[config.mk]
export PLATFORM = sky130hd
export DESIGN_NAME = addsub_seq
export DESIGN_NICKNAME = d
export VERILOG_FILES = /design/src/rtl/addsub_seq_pkg.sv /design/src/rtl/addsub_seq_byte_addsub.sv /design/src/rtl/addsub_seq.sv
export SDC_FILE = /design/constraint.sdc
export NUM_CORES = 1
export LEC_CHECK = 0
export CAP_MARGIN = 30
export CORE_MARGIN = 4
export CORE_UTILIZATION = 25
export CTS_BUF_LIST = sky130_fd_sc_hd__clkbuf_4 sky130_fd_sc_hd__clkbuf_8
export DETAILED_ROUTE_END_ITERATION = 16
export HOLD_SLACK_MARGIN = 0.05
export PLACE_DENSITY = 0.5
export SYNTH_ARGS = -nofsm -noshare
export SYNTH_HDL_FRONTEND = slang
export SYNTH_SLANG_ARGS = --single-unit
[constraint.sdc]
create_clock -name clk -period 5.5 [get_ports clk]
set_input_delay 0.55 -clock clk [delete_from_list [all_inputs] [get_ports clk]]
set_output_delay 0.55 -clock clk [all_outputs]
set_load 0.01 [all_outputs]
[src/rtl/addsub_seq_pkg.sv]
// rtl/addsub_seq_pkg.sv - shared types and constants for the byte-serial add/sub sequencer
package addsub_seq_pkg;

    localparam int BYTE_W     = 8;
    localparam int MAX_NBYTES = 16;
    localparam int MAX_W      = BYTE_W * MAX_NBYTES;

    typedef enum logic [1:0] {
        IDLE,
        EXEC,
        DONE
    } state_t;

    // Sized for the widest legal operand; the top uses the low 8*NBYTES bits.
    typedef struct packed {
        logic [MAX_W-1:0] a;
        logic [MAX_W-1:0] b;
        logic             sub;
    } req_t;

endpackage

[src/rtl/addsub_seq_byte_addsub.sv]
// rtl/addsub_seq_byte_addsub.sv - combinational 8-bit add/subtract slice
//
// Computes sum = a + (b ^ {8{sub}}) + cin.
// Ports:
//   a, b  : byte operands
//   sub   : invert b (subtract)
//   cin   : carry in (first byte gets sub, later bytes get the propagated carry)
//   sum   : byte result
//   cout  : carry out
module byte_addsub
    import addsub_seq_pkg::*;
(
    input  logic [BYTE_W-1:0] a,
    input  logic [BYTE_W-1:0] b,
    input  logic              sub,
    input  logic              cin,
    output logic [BYTE_W-1:0] sum,
    output logic              cout
);

    logic [BYTE_W:0] total;

    assign total = {1'b0, a} + {1'b0, b ^ {BYTE_W{sub}}} + {{BYTE_W{1'b0}}, cin};
    assign sum   = total[BYTE_W-1:0];
    assign cout  = total[BYTE_W];

endmodule

[src/rtl/addsub_seq.sv]
// rtl/addsub_seq.sv - round-robin byte-serial 8*NBYTES-bit add/subtract sequencer
//
// Two requesters share one byte slice; an accepted operation runs NBYTES
// EXEC cycles (LSB first) and then presents its result in DONE.
// Ports:
//   clk, rst                      : clock, asynchronous active-high reset
//   reqN_valid/ready/a/b/sub      : request port N (ready only in IDLE)
//   rsp_valid/ready/id/sum/cout   : response port, held stable under backpressure
//   rsp_ovf                       : signed overflow, 0 unless ADDSUB_SEQ_OVF_EN
//   busy                          : high in EXEC or DONE
// Optional feature macro: ADDSUB_SEQ_OVF_EN (signed overflow detection).
module addsub_seq
    import addsub_seq_pkg::*;
#(
    parameter int NBYTES = 4
) (
    input  logic                   clk,
    input  logic                   rst,
    input  logic                   req0_valid,
    output logic                   req0_ready,
    input  logic [BYTE_W*NBYTES-1:0] req0_a,
    input  logic [BYTE_W*NBYTES-1:0] req0_b,
    input  logic                   req0_sub,
    input  logic                   req1_valid,
    output logic                   req1_ready,
    input  logic [BYTE_W*NBYTES-1:0] req1_a,
    input  logic [BYTE_W*NBYTES-1:0] req1_b,
    input  logic                   req1_sub,
    output logic                   rsp_valid,
    input  logic                   rsp_ready,
    output logic                   rsp_id,
    output logic [BYTE_W*NBYTES-1:0] rsp_sum,
    output logic                   rsp_cout,
    output logic                   rsp_ovf,
    output logic                   busy
);

    localparam int W  = BYTE_W * NBYTES;
    localparam int IW = $clog2(NBYTES);

    state_t          state_q, state_d;
    logic [IW-1:0]   idx_q, idx_d;
    logic            carry_q, carry_d;
    logic [W-1:0]    a_q, a_d;
    logic [W-1:0]    b_q, b_d;
    logic            sub_q, sub_d;
    logic            id_q, id_d;
    logic [W-1:0]    sum_q, sum_d;
    logic            last_q, last_d;

    logic            grant0, grant1;
    req_t            sel;
    logic [BYTE_W-1:0] a_byte, b_byte, s_byte;
    logic            s_cout;
    logic            last_byte;

    assign a_byte    = a_q[BYTE_W*idx_q +: BYTE_W];
    assign b_byte    = b_q[BYTE_W*idx_q +: BYTE_W];
    assign last_byte = (idx_q == IW'(NBYTES - 1));

    byte_addsub u_slice (
        .a    (a_byte),
        .b    (b_byte),
        .sub  (sub_q),
        .cin  (carry_q),
        .sum  (s_byte),
        .cout (s_cout)
    );

    // With both valid, last_q selects who waits: last_q=1 means 1 was served last.
    always_comb begin
        grant0 = 1'b0;
        grant1 = 1'b0;
        if (state_q == IDLE) begin
            grant0 = req0_valid && (!req1_valid || last_q);
            grant1 = req1_valid && (!req0_valid || !last_q);
        end
    end

    always_comb begin
        sel     = '0;
        sel.a   = grant1 ? MAX_W'(req1_a) : MAX_W'(req0_a);
        sel.b   = grant1 ? MAX_W'(req1_b) : MAX_W'(req0_b);
        sel.sub = grant1 ? req1_sub : req0_sub;
    end

    always_comb begin
        state_d = state_q;
        idx_d   = idx_q;
        carry_d = carry_q;
        a_d     = a_q;
        b_d     = b_q;
        sub_d   = sub_q;
        id_d    = id_q;
        sum_d   = sum_q;
        last_d  = last_q;
        case (state_q)
            IDLE: begin
                if (grant0 || grant1) begin
                    a_d     = sel.a[W-1:0];
                    b_d     = sel.b[W-1:0];
                    sub_d   = sel.sub;
                    id_d    = grant1;
                    last_d  = grant1;
                    idx_d   = '0;
                    carry_d = sel.sub;
                    state_d = EXEC;
                end
            end
            EXEC: begin
                sum_d[BYTE_W*idx_q +: BYTE_W] = s_byte;
                carry_d = s_cout;
                idx_d   = idx_q + 1'b1;
                if (last_byte) begin
                    state_d = DONE;
                end
            end
            DONE: begin
                if (rsp_ready) begin
                    state_d = IDLE;
                end
            end
            default: state_d = IDLE;
        endcase
    end

    always_ff @(posedge clk or posedge rst) begin
        if (rst) begin
            state_q <= IDLE;
            idx_q   <= '0;
            carry_q <= 1'b0;
            a_q     <= '0;
            b_q     <= '0;
            sub_q   <= 1'b0;
            id_q    <= 1'b0;
            sum_q   <= '0;
            last_q  <= 1'b1;
        end else begin
            state_q <= state_d;
            idx_q   <= idx_d;
            carry_q <= carry_d;
            a_q     <= a_d;
            b_q     <= b_d;
            sub_q   <= sub_d;
            id_q    <= id_d;
            sum_q   <= sum_d;
            last_q  <= last_d;
        end
    end

`ifdef ADDSUB_SEQ_OVF_EN
    logic ovf_q, ovf_d;

    // Signed overflow: operands of equal sign (after B inversion) give a
    // result of the opposite sign; only the top byte carries the sign.
    always_comb begin
        ovf_d = ovf_q;
        if (state_q == EXEC && last_byte) begin
            ovf_d = (a_byte[BYTE_W-1] == (b_byte[BYTE_W-1] ^ sub_q)) &&
                    (s_byte[BYTE_W-1] != a_byte[BYTE_W-1]);
        end
    end

    always_ff @(posedge clk or posedge rst) begin
        if (rst) begin
            ovf_q <= 1'b0;
        end else begin
            ovf_q <= ovf_d;
        end
    end

    assign rsp_ovf = ovf_q;
`else
    assign rsp_ovf = 1'b0;
`endif

    assign req0_ready = grant0;
    assign req1_ready = grant1;
    assign rsp_valid  = (state_q == DONE);
    assign rsp_id     = id_q;
    assign rsp_sum    = sum_q;
    assign rsp_cout   = carry_q;
    assign busy       = (state_q != IDLE);

endmodule
* Word-level counts from Yosys, hierarchy flattened *
Index checks and enable logic that the tools add are counted.

operators by class
  add/subtract/negate cells = 4
  reductions and logical operators = 14
  bitwise gates (word level) = 1
  shift-type cells = 4
  mux-type cells = 14
  equal/unequal tests = 6

operators by type and width
  cell                                                    number
  2-to-1 mux 32 bit                                       2
  variable part select 32 x 6 -> 8 bit                    2
  negator 5 -> 34 bit                                     1
  variable shift 8 x 34 -> 32 bit (first input constant)  1
  variable part select 8 x 34 -> 32 bit                   1
  bitwise mux 32 bit                                      1
  adder 8 x 8 -> 9 bit                                    1
  adder 9 x 1 -> 9 bit                                    1
  2-to-1 mux 2 bit                                        4
  bitwise XOR 8 bit                                       1
  case mux 2 bit (3 select lines)                         1
  == test 2 bit (second input constant)                   2
  2-to-1 mux 1 bit                                        4
  inequality test 2 x 1 -> 1 bit (second input constant)  2
  case mux 2 bit (2 select lines)                         1
  AND reduction 2 bit                                     2
  nonzero test 2 bit                                      2
  logical NOT 1 bit                                       3
  logical OR 1 bit                                        3
  AND reduction 3 bit                                     1
  adder 2 x 1 -> 2 bit (second input constant)            1
  == test 2 x 1 -> 1 bit (second input constant)          1
  logical AND 1 bit                                       2
  logical NOT 2 bit                                       1
  2 further kinds                                         2

storage, ports and cells
  register bits = 104
  output and inout port bits = 39

* Logic depth before layout (Yosys ltp) *
  word-level depth = 7
  mapped depth = 11
  mapped depth without buffers = 9

* Hierarchy *
From an unflattened synthesis, not the netlist that was laid out.

unflattened totals
  cell total of the unflattened synthesis = 552
  area, all modules = 5365.1 um^2

modules (own cells, without submodules)
  module       times used  area an instance (um^2)  cells an instance  seq. area each (um^2)
  addsub_seq   1           4947.2                   499                2603.7
  byte_addsub  1           417.9                    53                 0.0

* Least setup slack after synthesis *
OpenSTA, ideal clock, no wires.

  kind = register to register
  start = register idx_q[0]
  end = register sum_q[30] (netlist: rsp_sum[30])
  period minus slack after synthesis = 3177 ps
  data arrival time = 3102 ps
  buffers on the path = 1
  data required time = 5425 ps
  cell stages (with the launch flop) = 11
  slack = 2323 ps
  library setup time = 75 ps
  cell sequence = dfrtp_1 > buf_2 > mux4_2 > xnor2_1 > fa_1 > fa_1 > nor2b_4 > o31a_1 > nor4_1 > or3_4 > o21ai_2

on the way
  longest elaborated chain between the ends = 6
  elaborated cells on any way between the ends = 9

ends and longest elaborated chain
  what                                   RTL line                      text
  start, declared                        addsub_seq.sv:42              logic [IW-1:0] idx_q, idx_d;
  start signal, assigned                 addsub_seq.sv:140             idx_q <= idx_d;
  variable part select 32 x 6 -> 8 bit   addsub_seq.sv:58              assign b_byte = b_q[BYTE_W*idx_q +: BYTE_W];
  bitwise XOR 8 bit                      addsub_seq_byte_addsub.sv:23  assign total = {1'b0, a} + {1'b0, b ^ {BYTE_W{sub}}} + {{BYTE_W{1'b0}}, cin};
  adder 8 x 8 -> 9 bit                   addsub_seq_byte_addsub.sv:23
  adder 9 x 1 -> 9 bit                   addsub_seq_byte_addsub.sv:23
  variable part select 8 x 34 -> 32 bit  addsub_seq.sv:111             sum_d[BYTE_W*idx_q +: BYTE_W] = s_byte;
  bitwise mux 32 bit (*)                 addsub_seq.sv:111
  end signal, assigned                   addsub_seq.sv:146             sum_q <= sum_d;
  end, declared                          addsub_seq.sv:48              logic [W-1:0] sum_q, sum_d;

Every way passes the cells marked *; elsewhere a longest branch is shown, timed or not.
A chain may end at the register's enable or synchronous reset.

* Worst setup path in the final report *
  start = register idx_q[1]
  end = register sum_q[14] (netlist: rsp_sum[14])

Same word-level chain as after synthesis.

==> flow_metrics.tcl <==
set metrics [dict create \
    ys_seq_elements 104 \
    synth_top_area_frac 0.489 \
    crit_slowest_cell "dfrtp_1" \
    layout_common_cells "clkdlybuf4s50_1 (172), nand2_1 (155), dfrtp_1 (103), nor2_1 (73), a31oi_1 (64)" \
    share_comb_of_total_power 0.603 \
    nFillCells 2098 \
    fmax_mhz 296 \
    slew-limit-headroom 0.453 \
    clockPowerShare 0.108 \
    post-cts-setup-buffer-count 0 \
    syn_inst 564 \
    status "complete, no violations" \
    antenna_found_initial 1 \
    grt_pass1_wl_microns 26500 \
    p_int_mw 2.72 \
    p_switching_mw 2.21 \
    hp-class "flip-flop to flip-flop" \
    arrival_ns 3.69 \
    clock_sinks 104 \
    die_x_microns 153 \
    final_area_sq_um 7470 \
    cts_buffer_depth 2 \
    preCtsSetupSlack_ns 2.15 \
    dpl_cell_area_sq_um 7250 \
    synth_cell_types 40 \
    layout.nets 867 \
    avgSynthCellArea_sq_um 9.34 \
    die_y_microns 153 \
    post-route-min-period_ns 3.38 \
    tightest_slew_ns 0.821 \
    finalCritPeriodShare 0.614 \
    drive_above_1_share 0.0706 \
    cts_max_level 3 \
    rr_worst_depth 9 \
    ff_latch_area_sq_um 2600 \
    synth.top_cells.by_area "dfrtp_1 (49%), nand2_1 (11%), a31oi_1 (7.6%), mux4_2 (6.8%), nor2_1 (5.2%)" \
    wl_microns 16700 \
    timing.final.max_slew_violations 0 \
    dpl.hpwl_microns 13200 \
    power_leakage_nw 3.16 \
    dr.pass1.iters 4 \
    multi_input_area_sq_um 2490 \
    wire_per_inst_microns 16.8 \
    r2r_start "idx_q[1]" \
    p_seq_frac 0.289 \
    hold_slack_ns 0.478 \
    rsz0062_at_grt "false" \
    required_ns 5.81 \
    fin_tns_setup_ns 0 \
    place_congestion 0.780 \
    postRouteAntennaNets 0 \
    crit_path_start "idx_q[1]" \
    setup_ws_ns 2.12 \
    cp-endpoint "rsp_sum[14]" \
    cts_resized 0 \
    max_cap_viol_count 0 \
    cts_made_buffers 9 \
    power_density_nw_per_um2 660 \
    grt_max_degree 91 \
    syn_area_sq_um 5270 \
    overflow 0 \
    reg2reg_setup_slack_ns 2.12 \
    setup_viol 0 \
    clockRootBuffer "clkbuf_8" \
    path_cells "mux4_2 > xnor2_1 > fa_1 > fa_1 > nor2b_4 > o31a_1 > nor4_1 > or3_4 > o21ai_2" \
    grt_usage 0.142 \
    irDropWorstVdd_uv 429 \
    yosysTopAreaCell "dfrtp_1" \
    layout_commonest_cell "clkdlybuf4s50_1" \
    synth_nets 714 \
    critPathLaunchType "flip-flop" \
    crit_path_max_incr_delay_ns 0.89 \
    antennaDiodeCount 0 \
    first_global_vias 4975 \
    cts_tree "built" \
    rows 52 \
    cpMostUsedCell "fa_1" \
    route.detailed.drc 0 \
    clock_latency_ns 0.39 \
    synth_warnings 0 \
    start_util 0.257 \
    totalPowerFinal_mw 4.93 \
    p_sw_frac 0.449 \
    cp-end-kind "flip-flop" \
    cp_max_fo 20 \
    r2r_end "rsp_sum[14]" \
    syn_to_final_growth_pct 41.9 \
    vias 4680 \
    drtIter0Drc 187 \
    portBuffers 172 \
    cts_hold_buf 0 \
    finalHoldViolations 0 \
    die_area_sq_um 23500 \
    clk_pin_slew_ns 0.11 \
    crit_type "flip-flop to flip-flop" \
    vias_per_cell 4.72 \
    clock_skew_ns 0.0175 \
    yosysSeqAreaShare 0.494 \
    core_sq_um 20500 \
    ios 174 \
]
state kept, by name (all words and copies together), names as in the netlist:
| signal | count |
|---|---|
| a_q | 32 |
| b_q | 32 |
| rsp_sum | 32 |
| idx_q | 2 |
| state_q | 2 |
| last_q | 1 |
| rsp_cout | 1 |
| rsp_id | 1 |
| sub_q | 1 |
layer usage:
layer	up-vias	routed length, microns	track usage
met2	151	7750	0.222
met3	14	1040	0.0435
met5	-	7	0
met4	2	154	0.0289
met1	2254	7730	0.194
li1	2259	-	-
kinds of logic after synthesis:
| kind of cell | count (synthesis) | share of synthesized area |
|---|---|---|
| XOR/XNOR | 11 | 0.0183 |
| buffers and inverters | 46 | 0.0359 |
| multiplexers | 16 | 0.0684 |
| adder cells (fa/ha/maj) | 15 | 0.0385 |
| AO/OA/AOI/OAI | 119 | 0.152 |
| flip-flops | 104 | 0.494 |
| AND/OR/NAND/NOR | 252 | 0.192 |
| other | 1 | 0.000712 |
through the flow:
stage,cells,utilization
floorplan,564,-
global placement,975,0.353
detailed placement,976,0.354
CTS,992,0.365
global route,992,0.365
finish,992,0.365
worst min path at each step:
stage                       from  endpoint  slack [ns]  depth (start not counted)
final                     last_q    last_q        0.48                          2
after global routing      last_q    last_q        0.52                          2
after CTS                 last_q    last_q        0.48                          2
after detailed placement  last_q    last_q        0.47                          2
after global placement    last_q    last_q        0.46                          2
after floorplan           last_q    last_q        0.44                          2
worst max-delay path, delay by kind of cell, from the launching register on:
family	cells	cell delay (ns)
AO/OA/AOI/OAI	2	0.32
XOR/XNOR	1	0.15
adder cells (fa/ha/maj)	2	0.88
flip-flops	1	0.89
multiplexers	1	0.42
AND/OR/NAND/NOR	3	0.63
power groups by stage:
| stage | registers, mW | clock network [mW] | logic (mW) |
|---|---|---|---|
| after floorplan | 1.32 | 0 | 2.08 |
| after detailed placement | 1.45 | 0 | 2.97 |
| after global placement | 1.44 | 0 | 2.90 |
| final | 1.43 | 0.533 | 2.98 |
| after global routing | 1.48 | 0.584 | 3.29 |
| after CTS | 1.44 | 0.549 | 2.98 |
cell usage after synthesis:
| cell | count |
|---|---|
| nor4_1 | 2 |
| a21o_1 | 2 |
| inv_1 | 10 |
| fa_1 | 2 |
| nand3_1 | 2 |
| o21ai_0 | 15 |
| nor3_1 | 3 |
| dfstp_2 | 1 |
| nand2_2 | 2 |
| nor2_1 | 73 |
| ha_1 | 13 |
| o2111a_1 | 1 |
| or3_4 | 1 |
| or3_1 | 2 |
| o31a_1 | 2 |
| o21a_1 | 2 |
| nor2b_4 | 1 |
| xor2_1 | 8 |
| buf_1 | 5 |
| o211ai_1 | 2 |
| a21oi_1 | 6 |
| nand4_1 | 2 |
| clkbuf_1 | 19 |
| o41ai_1 | 2 |
| a2bb2oi_1 | 2 |
| inv_2 | 1 |
| conb_1 | 1 |
| a31oi_1 | 64 |
| xnor2_1 | 3 |
| dfrtp_1 | 103 |
| or2_2 | 1 |
| a22o_1 | 17 |
| mux4_2 | 16 |
| nand2_1 | 155 |
| or4_1 | 1 |
| buf_4 | 1 |
| nor2b_1 | 2 |
| nand2b_1 | 5 |
| o21ai_2 | 4 |
| buf_2 | 10 |
layout make-up:
type / instances / area share
clock buffers: 11 / 0.0194
clock inverters: 5 / 0.0107
repair buffers: 177 / 0.237
inverters: 11 / 0.00586
flip-flops and latches: 104 / 0.348
well taps: 270 / 0.0452
multi-input cells: 414 / 0.333
Note: power is estimated with default switching activity, not from simulation.
==> patch 1 (same settings) <==
Change the package constant `BYTE_W` from 8 to 10.
--- a/src/rtl/addsub_seq_pkg.sv
+++ b/src/rtl/addsub_seq_pkg.sv
@@ -3,3 +3,3 @@
 
-    localparam int BYTE_W     = 8;
+    localparam int BYTE_W     = 10;
     localparam int MAX_NBYTES = 16;
Ports: changed (5 resized); port bits go from 174 to 214. The function was not compared with the original's and may differ.
==> patch 1 against the original RTL <==
Wire length up 57%; worst setup slack lost 0.88 ns; sequential cell count is 24 higher; largest cell class is now multi-input combinational cells; synthesized area up 39%; highest routed layer unchanged; count of clock-buffer cells in the layout rose by 7; first-iteration DRC count grew to 2.7 times the old value; design area grew 36%.
Power is not shown: default switching activity piles up to over one toggle a cycle in this logic, so the estimate is an artifact.
==> patch 1: results (changes against the original RTL) <==
Run status
  • Status: completed

Clocking
  • Total CTS buffers: 17 (+8)
  • Clock Pin Slew Worst Setup and Hold Paths: 0.10 ns
  • Root Buffer: clkbuf_8
  • Clock Latency Late Sink: 0.46 ns (+0.07 ns)
  • Post-CTS Resized: 0 (unchanged)
  • CTS HTree Levels: 4 (+1)
  • Setup Buffers After CTS: 0 (unchanged)

Layout
  • Fillers: 3033 (+45%)
  • Final #Nets: 1198 (+38%)
  • Share of cells above drive strength 1: 7.79% (+0.73 points)
  • Fin cells: 1413 (+42%)

Yosys
  • Synth cell types: 62 (+55%)
  • Area contributors post-synth: dfrtp_1, nand2_1, a31oi_1
  • Post-synthesis compound-gate area fraction: 20.2% (+5.0 points)
  • Synth cell count leaders: nand2_1, dfrtp_1, nor2_1
  • Seq/Total Area, Yosys: 43.6% (-5.8 points)
  • Gate Count Post-Synth: 835 (+48%)
  • Syn nets: 1019 (+43%)
  • Adder-cell share of the synthesized area: 3.10% (-0.75 points)
  • Mux contribution to synthesized area: 6.63% (-0.22 points)
  • Post-Synth XOR/XNOR Area: 1.67% (-0.16 points)

Worst setup path
  • R2r startpoint: idx_q[0]
  • FF-to-FF setup slack: 1.25 ns (-0.88 ns)
  • Crit path largest cell delay: 0.82 ns (-0.07 ns)
  • Worst Reg-to-Reg Cells: 11 (+2)
  • Worst-path fanout max: 22 (+10%)
  • Slowest cell on crit path: dfrtp_2
  • Worst Setup EP: rsp_sum[10]
  • Worst path arrival time: 4.65 ns (+0.96 ns)

Global route
  • M3 GR Usage: 5.72% (+1.4 points)
  • Largest net degree at the start of global routing: 81 (-11%)
  • Vias in the first global route: 7075 (+42%)
  • Initial antenna violation count: 4 (+3)
  • Total GRT Usage: 15.8% (+1.7 points)
  • Met1 capacity usage during global routing: 20.6% (+1.2 points)
  • First-pass GRT wire length: 40800 µm (+54%)
  • M2 GR Usage: 25.2% (+3.0 points)

STA
  • Rel. slew slack: 40.3% (-4.9 points)
  • Worst clock skew: 0.0248 ns (+0.00725 ns)

Placement
  • I/O Buffers: 212 (+23%)
  • Placer congestion estimate: 0.901 (+16%)
  • Area after DPL: 9810 µm² (+35%)
  • Post-placement cell count: 1379 (+41%)
  • Post-DP HPWL: 19600 µm (+49%)

Route
  • Total length of routed wires: 26200 µm (+57%)
  • DRT iter0 DRCs: 507 (+170%)
  • Vias per inst: 4.90 (+3.9%)
patch 1: worst min path at each step:
stage	startpoint	end	slack (ns)	cells past startpoint
5_1_grt	last_q	last_q	0.52	2
3_5_place_dp	last_q	last_q	0.46	2
6_report	last_q	last_q	0.47	2
3_3_place_gp	last_q	last_q	0.46	2
4_1_cts	last_q	last_q	0.47	2
2_1_floorplan	last_q	last_q	0.44	2
patch 1: metrics by stage:
step	util, %	setup slack [ns]
global placement	34.0	1.28
finish	35.3	1.25
detailed placement	34.0	1.26
floorplan	-	1.54
global route	35.3	1.01
CTS	35.3	1.24
patch 1: kinds of logic (layout without fill, tap and decap cells):
kind of cell / Yosys count / in the layout
AOI/OAI and AO/OA: 205 / 205
xor gates and xnor gates: 14 / 14
adders and majority gates: 17 / 17
buffers and inverters: 74 / 266
DFF: 128 / 128
muxes: 23 / 23
other: 1 / 3
and+or+nand+nor: 373 / 373
patch 1: final cells by class:
| class | instances | share of cell area [%] |
|---|---|---|
| multi-input cells | 633 | 38.0 |
| flip-flops and latches | 128 | 31.4 |
| repair buffers | 223 | 21.6 |
| well taps | 384 | 4.71 |
| clock buffers | 18 | 2.37 |
| clock inverters | 14 | 1.42 |
| inverters | 11 | 0.454 |
| diodes | 2 | 0.0491 |
patch 1: per-layer routing:
layer  up-vias  part of all wire [%]  wire (µm)
met5         -                  0.11         28
met4         4                   1.1        291
met3        23                   8.6       2250
met2       250                    47      12200
met1      3304                    44      11400
li1       3342                     -          -
patch 1: worst max-delay path: cells and delay by family, from the launching register on:
kind                     cells  cell delay (ns)
AO/OA/AOI/OAI                5             1.58
XOR/XNOR                     1             0.18
flip-flops                   1             0.82
adder cells (fa/ha/maj)      2             0.64
multiplexers                 2             0.91
buffers and inverters        1             0.06
==> patch 2 (same settings) <==
Without the edit above. Re-encode `state_t` (3 states) as one-hot, 3 bits wide.
--- a/src/rtl/addsub_seq_pkg.sv
+++ b/src/rtl/addsub_seq_pkg.sv
@@ -7,6 +7,6 @@
 
-    typedef enum logic [1:0] {
-        IDLE,
-        EXEC,
-        DONE
+    typedef enum logic [2:0] {
+        IDLE = 3'b001,
+        EXEC = 3'b010,
+        DONE = 3'b100
     } state_t;
Check against the original RTL: no difference found for any inputs over 4 cycles, from zero or initial values and one cycle with rst high; so few cycles prove little.
==> patch 2 against the original RTL <==
Sequential share of layout area up 0.065 points; synthesized area increased by 3.2%; via count decreased by 1.5%; critical path depth up 1; wire length rose by 2.2%; design area increased by 0.82%; core utilization fell by 0.96 points; worst setup slack about the same; total power fell by 11%; combinational power fell by 14%; sequential cell count increased by 1.
==> patch 2: results (changes against the original RTL) <==
Run status
  • Status: completed

Hold path
  • Hold path depth: 2 (unchanged)
  • Hold Startpoint: rsp_sum[0]
  • Worst Hold Class: register to register
  • Hold Crit Endpoint: rsp_sum[0]

Clocking
  • Total CTS buffers: 9 (unchanged)
  • Clock Pin Slew Worst Setup and Hold Paths: 0.10 ns
  • Post-CTS Resized: 0 (unchanged)
  • Setup Buffers After CTS: 0 (unchanged)
  • CTS HTree Levels: 3 (unchanged)
  • Clk buf depth: 2 (unchanged)
  • Clock Latency Late Sink: 0.39 ns (about the same)
  • Root Buffer: clkbuf_8

STA
  • Worst clock skew: 0.0125 ns (-0.00501 ns)
  • Rel. slew slack: 38.5% (-6.8 points)
  • Final hold slack: 0.493 ns (+0.0146 ns)
  • Final Slew Violations: 0 (unchanged)

Yosys
  • Synth cell count leaders: nand2_1, dfrtp_1, nor2_1
  • Seq/Total Area, Yosys: 48.4% (-1.1 points)
  • Synth cell types: 45 (+13%)
  • Fraction of registers with async set/reset: 100% (unchanged)
  • Synth Flop Type: dfrtp_1
  • Syn nets: 732 (+2.5%)
  • Ys Warns: 0 (unchanged)
  • Area contributors post-synth: dfrtp_1, nand2_1, a31oi_1

Route
  • DRT iter0 DRCs: 236 (+26%)
  • Wire per inst: 16.8 µm (-0.10%)
  • Vias: 4608 (-1.5%)
  • Drt pass-1 iters: 4 (unchanged)

Worst setup path
  • Worst Reg-to-Reg Cells: 10 (+1)
  • FF-to-FF setup slack: 2.12 ns (about the same)
  • Worst path arrival time: 3.64 ns (-0.05 ns)
  • Worst-path fanout max: 20 (unchanged)
  • R2r startpoint: idx_q[1]
  • FF-to-FF End: rsp_sum[14]

Global route
  • Initial antenna violation count: 0 (-1)
  • Vias in the first global route: 4782 (-3.9%)
  • First-pass GRT wire length: 27200 µm (+2.6%)
  • Met1 capacity usage during global routing: 19.8% (+0.39 points)
  • M3 GR Usage: 5.09% (+0.74 points)
  • Total GRT Usage: 14.5% (+0.30 points)
  • Largest net degree at the start of global routing: 66 (-27%)
  • M2 GR Usage: 22.1% (-0.16 points)

Layout
  • Share of cells above drive strength 1: 6.89% (-0.17 points)
  • Fillers: 2197 (+4.7%)
  • Ant. Diodes: 0 (unchanged)
  • Final #Nets: 885 (+2.1%)

Power
  • VDD IR-drop max: 0.000314 V (-27%)
  • Pleak: 3.04 nW (-3.8%)

Placement
  • Area after DPL: 7330 µm² (+1.1%)
  • Placer congestion estimate: 0.760 (-2.5%)
  • I/O Buffers: 172 (unchanged)
  • Post-DP HPWL: 12800 µm (-2.6%)
## patch 2: worst max path at each step
stage / end / start / cells past startpoint
floorplan: a_q[0] / rst / 1
global route: rsp_sum[13] / idx_q[0] / 9
detailed placement: rsp_sum[14] / idx_q[1] / 10
global placement: rsp_sum[13] / idx_q[0] / 9
finish: rsp_sum[14] / idx_q[1] / 10
CTS: rsp_sum[21] / idx_q[0] / 9
## patch 2: worst max-delay path: stages (launching register included)
cell and delay [ns]:
dfrtp_1 0.91, mux4_2 0.42, xnor2_1 0.19, fa_1 0.22, inv_1 0.06, fa_1 0.42, a211oi_1 0.27, o21ai_0 0.14
a21oi_1 0.19, xor2_1 0.30, o21ai_0 0.14
## patch 2: power breakdown
group          total, mW  internal [mW]  switching [mW]
sequential          1.36           1.09           0.267
combinational       2.55           1.07            1.48
clock              0.509          0.214           0.294
## patch 2: routing by layer
metal / wire [µm] / part of all wire (%)
met4: 228 / 1.3
met1: 8020 / 47
met2: 7640 / 45
met3: 1170 / 6.8
met5: 0 / 0
## patch 2: kinds of logic after synthesis
kind of cell	after synthesis	synth area share [%]
buffers and inverters	47	4.86
and+or+nand+nor	259	19.6
other	1	0.0690
adders and majority gates	15	3.73
muxes	16	6.63
AOI/OAI and AO/OA	127	14.8
xor gates and xnor gates	12	1.93
DFF	105	48.4
## patch 2: layout make-up
class	instances	area [µm²]	share of cell area (%)
Timing Repair Buffer	178	1770	23.4
Clock inverter	7	80.1	1.06
Tap cell	275	344	4.57
Clock buffer	9	124	1.64
Sequential cell	105	2630	34.9
Multi-Input combinational cell	430	2550	33.8
Inverter	11	43.8	0.581
## patch 2: through the flow
step	setup slack (ns)	instances	utilization (%)
after floorplan	2.19	582	-
after global placement	2.23	999	34.6
after detailed placement	2.11	999	34.6
after CTS	2.08	1015	35.5
after global routing	1.83	1015	35.5
final	2.12	1015	35.5
